--- config.mk ---
export PLATFORM = sky130hd
export DESIGN_NAME = sram_arbiter
export DESIGN_NICKNAME = d
export VERILOG_FILES = /design/src/rtl/sram_arbiter.sv
export SDC_FILE = /design/constraint.sdc
export NUM_CORES = 1
export LEC_CHECK = 0
export BUFFER_PORTS_ARGS = -buffer_cell sky130_fd_sc_hd__clkbuf_2
export CAP_MARGIN = 20
export CORE_MARGIN = 1
export CORE_UTILIZATION = 45
export CTS_CLUSTER_DIAMETER = 150
export DETAILED_ROUTE_END_ITERATION = 16
export HOLD_SLACK_MARGIN = 0.06
export PLACE_DENSITY = 0.82
export SLEW_MARGIN = 5
export SYNTH_ARGS = -nofsm -noshare
export SYNTH_HDL_FRONTEND = slang
export SYNTH_SLANG_ARGS = --single-unit
export TNS_END_PERCENT = 1
--- constraint.sdc ---
create_clock -name clk -period 2.9 [get_ports clk]
set_input_delay 0.58 -clock clk [delete_from_list [all_inputs] [get_ports clk]]
set_output_delay 0.58 -clock clk [all_outputs]
set_load 0.05 [all_outputs]
--- src/rtl/sram_arbiter.sv ---
// Round-robin two-port arbiter and setup/strobe/hold sequencer for the external async 8-bit SRAM.
// All pad-facing outputs are registered from the next state so no request path reaches the pins combinationally.
module sram_arbiter #(
  parameter int ADDR_W      = 19,
  parameter int WAIT_CYCLES = 1
) (
  input  logic              clk,
  input  logic              reset_n,
  input  logic              req0,
  input  logic              req1,
  input  logic              we0,
  input  logic              we1,
  input  logic [ADDR_W-1:0] addr0,
  input  logic [ADDR_W-1:0] addr1,
  input  logic [7:0]        wdata0,
  input  logic [7:0]        wdata1,
  output logic              ack0,
  output logic              ack1,
  output logic [7:0]        rdata,
  output logic              busy,
  output logic [ADDR_W-1:0] sram_addr,
  output logic              sram_ce_n,
  output logic              sram_we_n,
  output logic              sram_oe_n,
  output logic [7:0]        sram_dout,
  output logic              sram_doe,
  input  logic [7:0]        sram_din
);

  typedef enum logic [1:0] {IDLE, SETUP, STROBE, HOLD} state_e;

  state_e            state_q, state_d;
  logic [3:0]        cnt_q, cnt_d;
  logic              grant_q, grant_d;
  logic              lastGrant_q, lastGrant_d;
  logic              we_q, we_d;
  logic [ADDR_W-1:0] addr_q, addr_d;
  logic [7:0]        wdata_q, wdata_d;

  logic ceN_q, ceN_d;
  logic weN_q, weN_d;
  logic oeN_q, oeN_d;
  logic doe_q, doe_d;
  logic ack0_q, ack0_d;
  logic ack1_q, ack1_d;
  logic busy_q, busy_d;
  logic [7:0] rdata_q;
  logic rdCapture;

  always_ff @(posedge clk) begin
    if (!reset_n) begin
      state_q     <= IDLE;
      cnt_q       <= '0;
      grant_q     <= 1'b0;
      lastGrant_q <= 1'b1;
      we_q        <= 1'b0;
      addr_q      <= '0;
      wdata_q     <= '0;
      ceN_q       <= 1'b1;
      weN_q       <= 1'b1;
      oeN_q       <= 1'b1;
      doe_q       <= 1'b0;
      ack0_q      <= 1'b0;
      ack1_q      <= 1'b0;
      busy_q      <= 1'b0;
      rdata_q     <= '0;
    end else begin
      state_q     <= state_d;
      cnt_q       <= cnt_d;
      grant_q     <= grant_d;
      lastGrant_q <= lastGrant_d;
      we_q        <= we_d;
      addr_q      <= addr_d;
      wdata_q     <= wdata_d;
      ceN_q       <= ceN_d;
      weN_q       <= weN_d;
      oeN_q       <= oeN_d;
      doe_q       <= doe_d;
      ack0_q      <= ack0_d;
      ack1_q      <= ack1_d;
      busy_q      <= busy_d;
      if (rdCapture) rdata_q <= sram_din;
    end
  end

  // On a tie the port that did not win last time gets the grant.
  always_comb begin
    state_d     = state_q;
    cnt_d       = cnt_q;
    grant_d     = grant_q;
    lastGrant_d = lastGrant_q;
    we_d        = we_q;
    addr_d      = addr_q;
    wdata_d     = wdata_q;
    case (state_q)
      IDLE: begin
        if (req0 || req1) begin
          grant_d     = (req0 && req1) ? ~lastGrant_q : req1;
          lastGrant_d = grant_d;
          we_d        = grant_d ? we1 : we0;
          addr_d      = grant_d ? addr1 : addr0;
          if (we_d) wdata_d = grant_d ? wdata1 : wdata0;
          state_d     = SETUP;
        end
      end
      SETUP: begin
        cnt_d   = 4'(WAIT_CYCLES - 1);
        state_d = STROBE;
      end
      STROBE: begin
        if (cnt_q == 4'd0) state_d = HOLD;
        else cnt_d = cnt_q - 4'd1;
      end
      HOLD:    state_d = IDLE;
      default: state_d = IDLE;
    endcase
  end

  // Output values are decoded from the state being entered so they appear registered in that state.
  always_comb begin
    ceN_d     = (state_d == IDLE);
    weN_d     = !((state_d == STROBE) && we_d);
    oeN_d     = !(((state_d == SETUP) || (state_d == STROBE)) && !we_d);
    doe_d     = (state_d != IDLE) && we_d;
    ack0_d    = (state_d == HOLD) && !grant_d;
    ack1_d    = (state_d == HOLD) && grant_d;
    busy_d    = (state_d != IDLE);
    rdCapture = (state_q == STROBE) && (state_d == HOLD) && !we_q;
  end

  assign sram_addr = addr_q;
  assign sram_dout = wdata_q;
  assign sram_ce_n = ceN_q;
  assign sram_we_n = weN_q;
  assign sram_oe_n = oeN_q;
  assign sram_doe  = doe_q;
  assign ack0      = ack0_q;
  assign ack1      = ack1_q;
  assign busy      = busy_q;
  assign rdata     = rdata_q;

endmodule

==> results.md, run 1 <==
- Fmax achieved: between 0.3 and 0.4 GHz
- Die area: approximately 0.0053 mm2
- Max-slew headroom: 0.4616
- Vias in the first global route: roughly 2000
- Final WL: 4.845 mm
- Post-layout total power: ~2.9 mW
- Post-synthesis cell type count: 32
- Post-route ant nets: 0
- Pwr dens: around 1000 mW/mm2
- Origin of the critical flop-to-flop path: cnt_q[0]$_SDFFE_PN0P_
- Crit Path Category: flop to flop
- Final period util: 0.8656
- Die Span X: 72.49 um
- Largest net degree at the start of global routing: 40
- RSZ-0062 raised after global routing: false
- Vias/cell: 5.033
- Clock Skew: 0.006920 ns
- Clock slew at reported path FFs: 0.08 ns
- Hpwl dp: 3.700 mm
- Reg2reg end: rdata[2]$_SDFFE_PN0P_
- Logic pwr share: 0.515
- Syn_nets: 305
- Sequential share of the synthesized area: 0.4566
- Mapped cell area: 0.002236 mm2
- Setup WS pre-CTS: 0.3945 ns
- I/O pin cnt: 110
- WP data arrival: 2.66 ns
- Initial DRC Count: 97
- Cell type with the largest total area after synthesis: dfxtp_1
- Min Tclk post-route: ~2.5 ns
- Row count: 25
- # fillers: 432
- Register-to-Register Path Depth: 9
- Synthesized area per cell: 9.807 um2
- Final WS setup: around 0.39 ns
- Syn-to-layout area delta: 29.88%
- Crit path launch type: flop
- P_int: 1.527 mW
- Flop2flop setup slack: roughly 0.39 ns
- DR pass1 iterations: 4
- Commonest cells after routing, fill and taps aside: clkbuf_2, dfxtp_1, mux2i_1
- Number of flops mapped to enable cells by yosys: 0
- Die extent in y: 72.49 um
- Worst hold path class: flop to flop
- Inserted Clock Buffers: 5
- GRT Overall Usage: 0.1926
- Area of the core: between 0.004 and 0.005 mm2
- Async SR Flop Fraction: 0
- Share of layout cells above drive strength 1: 0.3927
- Post-synth top area share: 0.4566
- Clock sinks: 51
- Max VDD drop: around 0.55 mV
- Setup crit end: rdata[2]$_SDFFE_PN0P_
- Clock root buffer: clkbuf_8
- Hold buffer count at CTS: 0
- Crit-path max FO: 8
- Synth Flop Type: dfxtp_1
- Flip-flop and latch count after synthesis: 51
- Final instance area: 0.002904 mm2
- Congestion Overflow GR: 0
- First-pass GRT wire length: around 8 mm
- Final setup violation count: 0
- Initial core utilization: 0.4703
- Post-CTS resize count: 0
- Sw Ratio: 0.4742
- CTS HTree Levels: 2
- Max-Cap Viols: 0
- Final hold violation count: 0
- Slew @ Worst Pin: 0.8067 ns
- PortBufs: 109
- Critical Path End Type: flop
- Setup_tns: 0 ns
- Post-CTS setup buffer count: 0
- P_sw: 1.378 mW
- Fin nets: just over 400
- Slew Limit Fails: 0
- Via count: 2003
- Synth area leaders: dfxtp_1, mux2i_1, a21oi_1
- Pleak: 1.410 nW
- Status: finished, final reports clean
- Final Wtd Congestion: 0.7457
- Clock power share: 0.148
- TritonCTS clock tree: built
- Yosys warnings: 0
- Ant diodes: 0
- Most common cell after layout, fill and taps aside: clkbuf_2
- Clk Latency, worst-skew pair: 0.30 ns
- Cells after synthesis: 228
- Placed cell area: 0.002804 mm2
- Routed length per instance: 12.17 um
- Critical Path RT: 3.05 ns
- Remaining DRCs: 0
- CTS max path bufs: 2
- Hold_ws: 0.5075 ns
- Reg power frac: 0.337
- Initial antenna violation count: 0
- CP startpoint: cnt_q[0]$_SDFFE_PN0P_
[per-stage QoR]
| step | util | cells |
|---|---|---|
| after global placement | 0.5897 | 390 |
| final | 0.6108 | 398 |
| after floorplan | - | 228 |
| after global routing | 0.6108 | 398 |
| after detailed placement | 0.5897 | 390 |
| after CTS | 0.6108 | 398 |
[routing by layer]
layer | global-route usage | routed length (um)
met5 | 0 | 0
met4 | 0.07625 | 86
met3 | 0.04861 | 312
met2 | 0.3562 | 2376
met1 | 0.2087 | 2070
[worst max-delay path, stage by stage (launching register included)]
cell	delay, ns
dfxtp_1	0.34
inv_1	0.10
ha_1	0.17
or3b_2	0.49
o21ai_0	0.17
o22a_1	0.21
ha_1	0.19
nand3b_1	0.37
mux2i_1	0.28
nor2_1	0.06
[logic make-up (layout without fill, tap and decap cells)]
group | after synthesis | after routing | synth area share
adders and majority gates | 9 | 9 | 0.05036
muxes | 35 | 35 | 0.1567
and+or+nand+nor | 35 | 35 | 0.07890
DFF | 51 | 51 | 0.4566
AOI/OAI and AO/OA | 73 | 73 | 0.2015
buffers and inverters | 25 | 128 | 0.05596
[Yosys cell counts, drive strengths merged (3+ instances only)]
master  instances
o21ai          24
dfxtp          51
nor2           15
nand2           5
mux2i          35
and2            3
inv             8
clkbuf         10
ha              9
a211oi          8
a21oi          32
buf             7
[cell type report]
cell class              count  area (um2)  area share
well taps                  67       83.83     0.02887
clock buffers               8       100.1     0.03447
repair buffers            112       568.0      0.1956
inverters                   8       30.03     0.01034
flip-flops and latches     51        1021      0.3516
multi-input cells         152        1101      0.3791
[power by group through the flow]
stage               registers, mW  clock network, mW  logic, mW
floorplan                    1.55                  0      0.609
global placement            0.987                  0       1.46
detailed placement          0.993                  0       1.50
CTS                         0.979              0.442       1.51
global route                 1.00              0.475       1.60
finish                      0.979              0.429       1.50
[worst min-delay path by stage]
stage / from / to / cells after the start
after floorplan: cnt_q[3]$_SDFFE_PN0P_ / cnt_q[3]$_SDFFE_PN0P_ / 2
after global placement: rdata[6]$_SDFFE_PN0P_ / rdata[6]$_SDFFE_PN0P_ / 2
after detailed placement: rdata[3]$_SDFFE_PN0P_ / rdata[3]$_SDFFE_PN0P_ / 2
after CTS: cnt_q[0]$_SDFFE_PN0P_ / cnt_q[0]$_SDFFE_PN0P_ / 2
after global routing: sram_din[7] / rdata[7]$_SDFFE_PN0P_ / 3
final: cnt_q[0]$_SDFFE_PN0P_ / cnt_q[0]$_SDFFE_PN0P_ / 2
[sequential cells by signal, summed over array words and instances, names as in the netlist]
signal and count:
sram_we_n 1, sram_dout 8, busy 1, sram_ce_n 1
ack1 1, ack0 1, cnt_q 4, sram_oe_n 1
state_q 2, we_q 1, rdata 8, sram_addr 19
lastGrant_q 1, sram_doe 1, grant_q 1
Power figures use the tool's default switching activity.
==> run 2, diff against run 1 <==
--- a/config.mk
+++ b/config.mk
@@ -8,11 +8,10 @@
 export BUFFER_PORTS_ARGS = -buffer_cell sky130_fd_sc_hd__clkbuf_2
 export CAP_MARGIN = 20
 export CORE_MARGIN = 1
-export CORE_UTILIZATION = 45
+export CORE_UTILIZATION = 43
 export CTS_CLUSTER_DIAMETER = 150
 export DETAILED_ROUTE_END_ITERATION = 16
-export HOLD_SLACK_MARGIN = 0.06
-export PLACE_DENSITY = 0.82
+export PLACE_DENSITY = 0.79
 export SLEW_MARGIN = 5
 export SYNTH_ARGS = -nofsm -noshare
 export SYNTH_HDL_FRONTEND = slang
==> results.md, run 2 (same netlist as run 1, synthesis figures left out) <==
- Via count: 1995 (was 2003)
- Initial DRC Count: 47 (was 97)
- Critical Path RT: 3.07 ns (was 3.05 ns)
- CTS max path bufs: 2 (unchanged)
- PortBufs: 109 (unchanged)
- RSZ-0062 raised after global routing: false (unchanged)
- Origin of the critical flop-to-flop path: cnt_q[0]$_SDFFE_PN0P_ (unchanged)
- Slew @ Worst Pin: 0.8187 ns (was 0.8067 ns)
- Pleak: 1.408 nW (was 1.410 nW)
- GRT Overall Usage: 0.1914 (was 0.1926)
- Clock root buffer: clkbuf_8 (unchanged)
- Largest register FFs: 19 (unchanged)
- Final Wtd Congestion: 0.7341 (was 0.7457)
- Syn-to-layout area delta: 29.49% (was 29.88%)
- Die area: 0.005492 mm2 (was 0.005255 mm2)
- Inst Count DP: 390 (unchanged)
- Die Span X: 74.11 um (was 72.49 um)
- Final period util: 0.8738 (was 0.8656)
- TritonCTS clock tree: built (unchanged)
- Congestion Overflow GR: 0 (unchanged)
- Final hold violation count: 0 (unchanged)
- Die extent in y: 74.11 um (was 72.49 um)
- Remaining DRCs: 0 (unchanged)
- Hold buffer count at CTS: 0 (unchanged)
- Worst hold path class: input pin to flop (was flop to flop)
- Row count: 25 (unchanged)
- Hold Path Depth: 3 (was 2)
- Fin nets: 407 (unchanged)
- Post-CTS setup buffer count: 0 (unchanged)
- Vias/cell: 5.013 (was 5.033)
- Critical Path End Type: flop (unchanged)
- Most common cell after layout, fill and taps aside: clkbuf_2 (unchanged)
- Max-Cap Viols: 0 (unchanged)
- Post-CTS resize count: 0 (unchanged)
- Max VDD drop: 0.4806 mV (was 0.5476 mV)
- Hpwl dp: 3.705 mm (was 3.700 mm)
- Min Tclk post-route: 2.534 ns (was 2.510 ns)
- Clk Latency, worst-skew pair: 0.30 ns (about the same)
- DR pass1 iterations: 4 (unchanged)
- Reg2reg end: rdata[2]$_SDFFE_PN0P_ (unchanged)
- Flop2flop setup slack: 0.37 ns (was 0.39 ns)
- Initial core utilization: 0.4612 (was 0.4703)
- Status: finished, final reports clean (unchanged)
- Slew Limit Fails: 0 (unchanged)
- First-pass GRT wire length: 8.031 mm (was 7.907 mm)
- Commonest cells after routing, fill and taps aside: clkbuf_2, dfxtp_1, mux2i_1 (unchanged)
- Clock Skew: 0.006282 ns (was 0.006920 ns)
- Crit Path Category: flop to flop (unchanged)
- Final WL: 4.947 mm (was 4.845 mm)
- Crit path launch type: flop (unchanged)
- WP data arrival: 2.70 ns (was 2.66 ns)
- Max-slew headroom: 0.4536 (was 0.4616)
- Post-route ant nets: 0 (unchanged)
- Setup_tns: 0 ns (unchanged)
- Vias in the first global route: 1891 (was 1950)
- I/O pin cnt: 110 (unchanged)
- Clock slew at reported path FFs: 0.10 ns (was 0.08 ns)
- Initial antenna violation count: 0 (unchanged)
- Final setup violation count: 0 (unchanged)
- Share of layout cells above drive strength 1: 0.3958 (was 0.3927)
- HP Start: sram_din[5] (was cnt_q[0]$_SDFFE_PN0P_)
- Inserted Clock Buffers: 5 (unchanged)
- Register-to-Register Path Depth: 9 (unchanged)
- Ant diodes: 0 (unchanged)
- Area of the core: 0.004848 mm2 (was 0.004755 mm2)
- Clock sinks: 51 (unchanged)
- Hold path endpoint: rdata[5]$_SDFFE_PN0P_ (was cnt_q[0]$_SDFFE_PN0P_)
- Post-Layout Cell Count: 398 (unchanged)
- Largest net degree at the start of global routing: 39 (was 40)
- Fmax achieved: 0.3946 GHz (was 0.3984 GHz)
- Crit-path max FO: 8 (unchanged)
- Routed length per instance: 12.43 um (was 12.17 um)
- Pwr dens: 993.3 mW/mm2 (was 1000 mW/mm2)
- CTS HTree Levels: 2 (unchanged)
[run 2: cell count changes in the layout (fill, tap and decap cells not counted), sizes merged]
cell / delta
clkbuf: -3
inv: +2
clkinv: +1
[run 2: per-stage QoR]
step	power, mW	utilization	hold WS, ns	setup slack (ns)	cell area, um2
floorplan	2.156	-	0.4714	0.8083	2236
global placement	2.439	0.5783	0.4782	0.4906	2804
detailed placement	2.474	0.5783	0.4991	0.3851	2804
CTS	2.902	0.5972	0.4921	0.3771	2895
global route	3.073	0.5972	0.5037	0.1441	2895
finish	2.876	0.5972	0.4993	0.3661	2895
[run 2: power breakdown]
| group | internal [mW] | total, mW | switching [mW] |
|---|---|---|---|
| Clock | 0.175 | 0.419 | 0.244 |
| Sequential | 0.891 | 0.983 | 0.0918 |
| Combinational | 0.406 | 1.47 | 1.07 |
| Total | 1.47 | 2.88 | 1.40 |
[run 2: final cells by class]
class	count	area, um2
Clock buffer	5	68.82
Clock inverter	3	22.52
Fill cell	418	1953
Inverter	8	30.03
Multi-Input combinational cell	152	1101
Sequential cell	51	1021
Tap cell	67	83.83
Timing Repair Buffer	112	568.0
[run 2: worst max-delay path, cell delays in order, from the launching register on]
cell	delay [ns]
dfxtp_1	0.34
inv_1	0.10
ha_1	0.17
or3b_2	0.49
o21ai_0	0.17
o22a_1	0.21
ha_1	0.19
nand3b_1	0.38
mux2i_1	0.29
nor2_1	0.06
[run 2: metal layers]
layer | up-vias | track usage | share of wire
met5 | - | 0 | 0
met4 | 0 | 0.07051 | 0.016
met3 | 8 | 0.05285 | 0.063
met2 | 82 | 0.3545 | 0.47
met1 | 895 | 0.2066 | 0.45
li1 | 1010 | - | -
[run 2: worst max path at each step]
stage                          start  cells after the start                    end  slack [ns]
2_1_floorplan  cnt_q[0]$_SDFFE_PN0P_                     10  rdata[0]$_SDFFE_PN0P_        0.81
3_3_place_gp   cnt_q[0]$_SDFFE_PN0P_                      9  rdata[4]$_SDFFE_PN0P_        0.49
3_5_place_dp   cnt_q[0]$_SDFFE_PN0P_                      9  rdata[2]$_SDFFE_PN0P_        0.39
4_1_cts        cnt_q[0]$_SDFFE_PN0P_                      9  rdata[2]$_SDFFE_PN0P_        0.38
5_1_grt        cnt_q[0]$_SDFFE_PN0P_                      9  rdata[2]$_SDFFE_PN0P_        0.14
6_report       cnt_q[0]$_SDFFE_PN0P_                      9  rdata[2]$_SDFFE_PN0P_        0.37
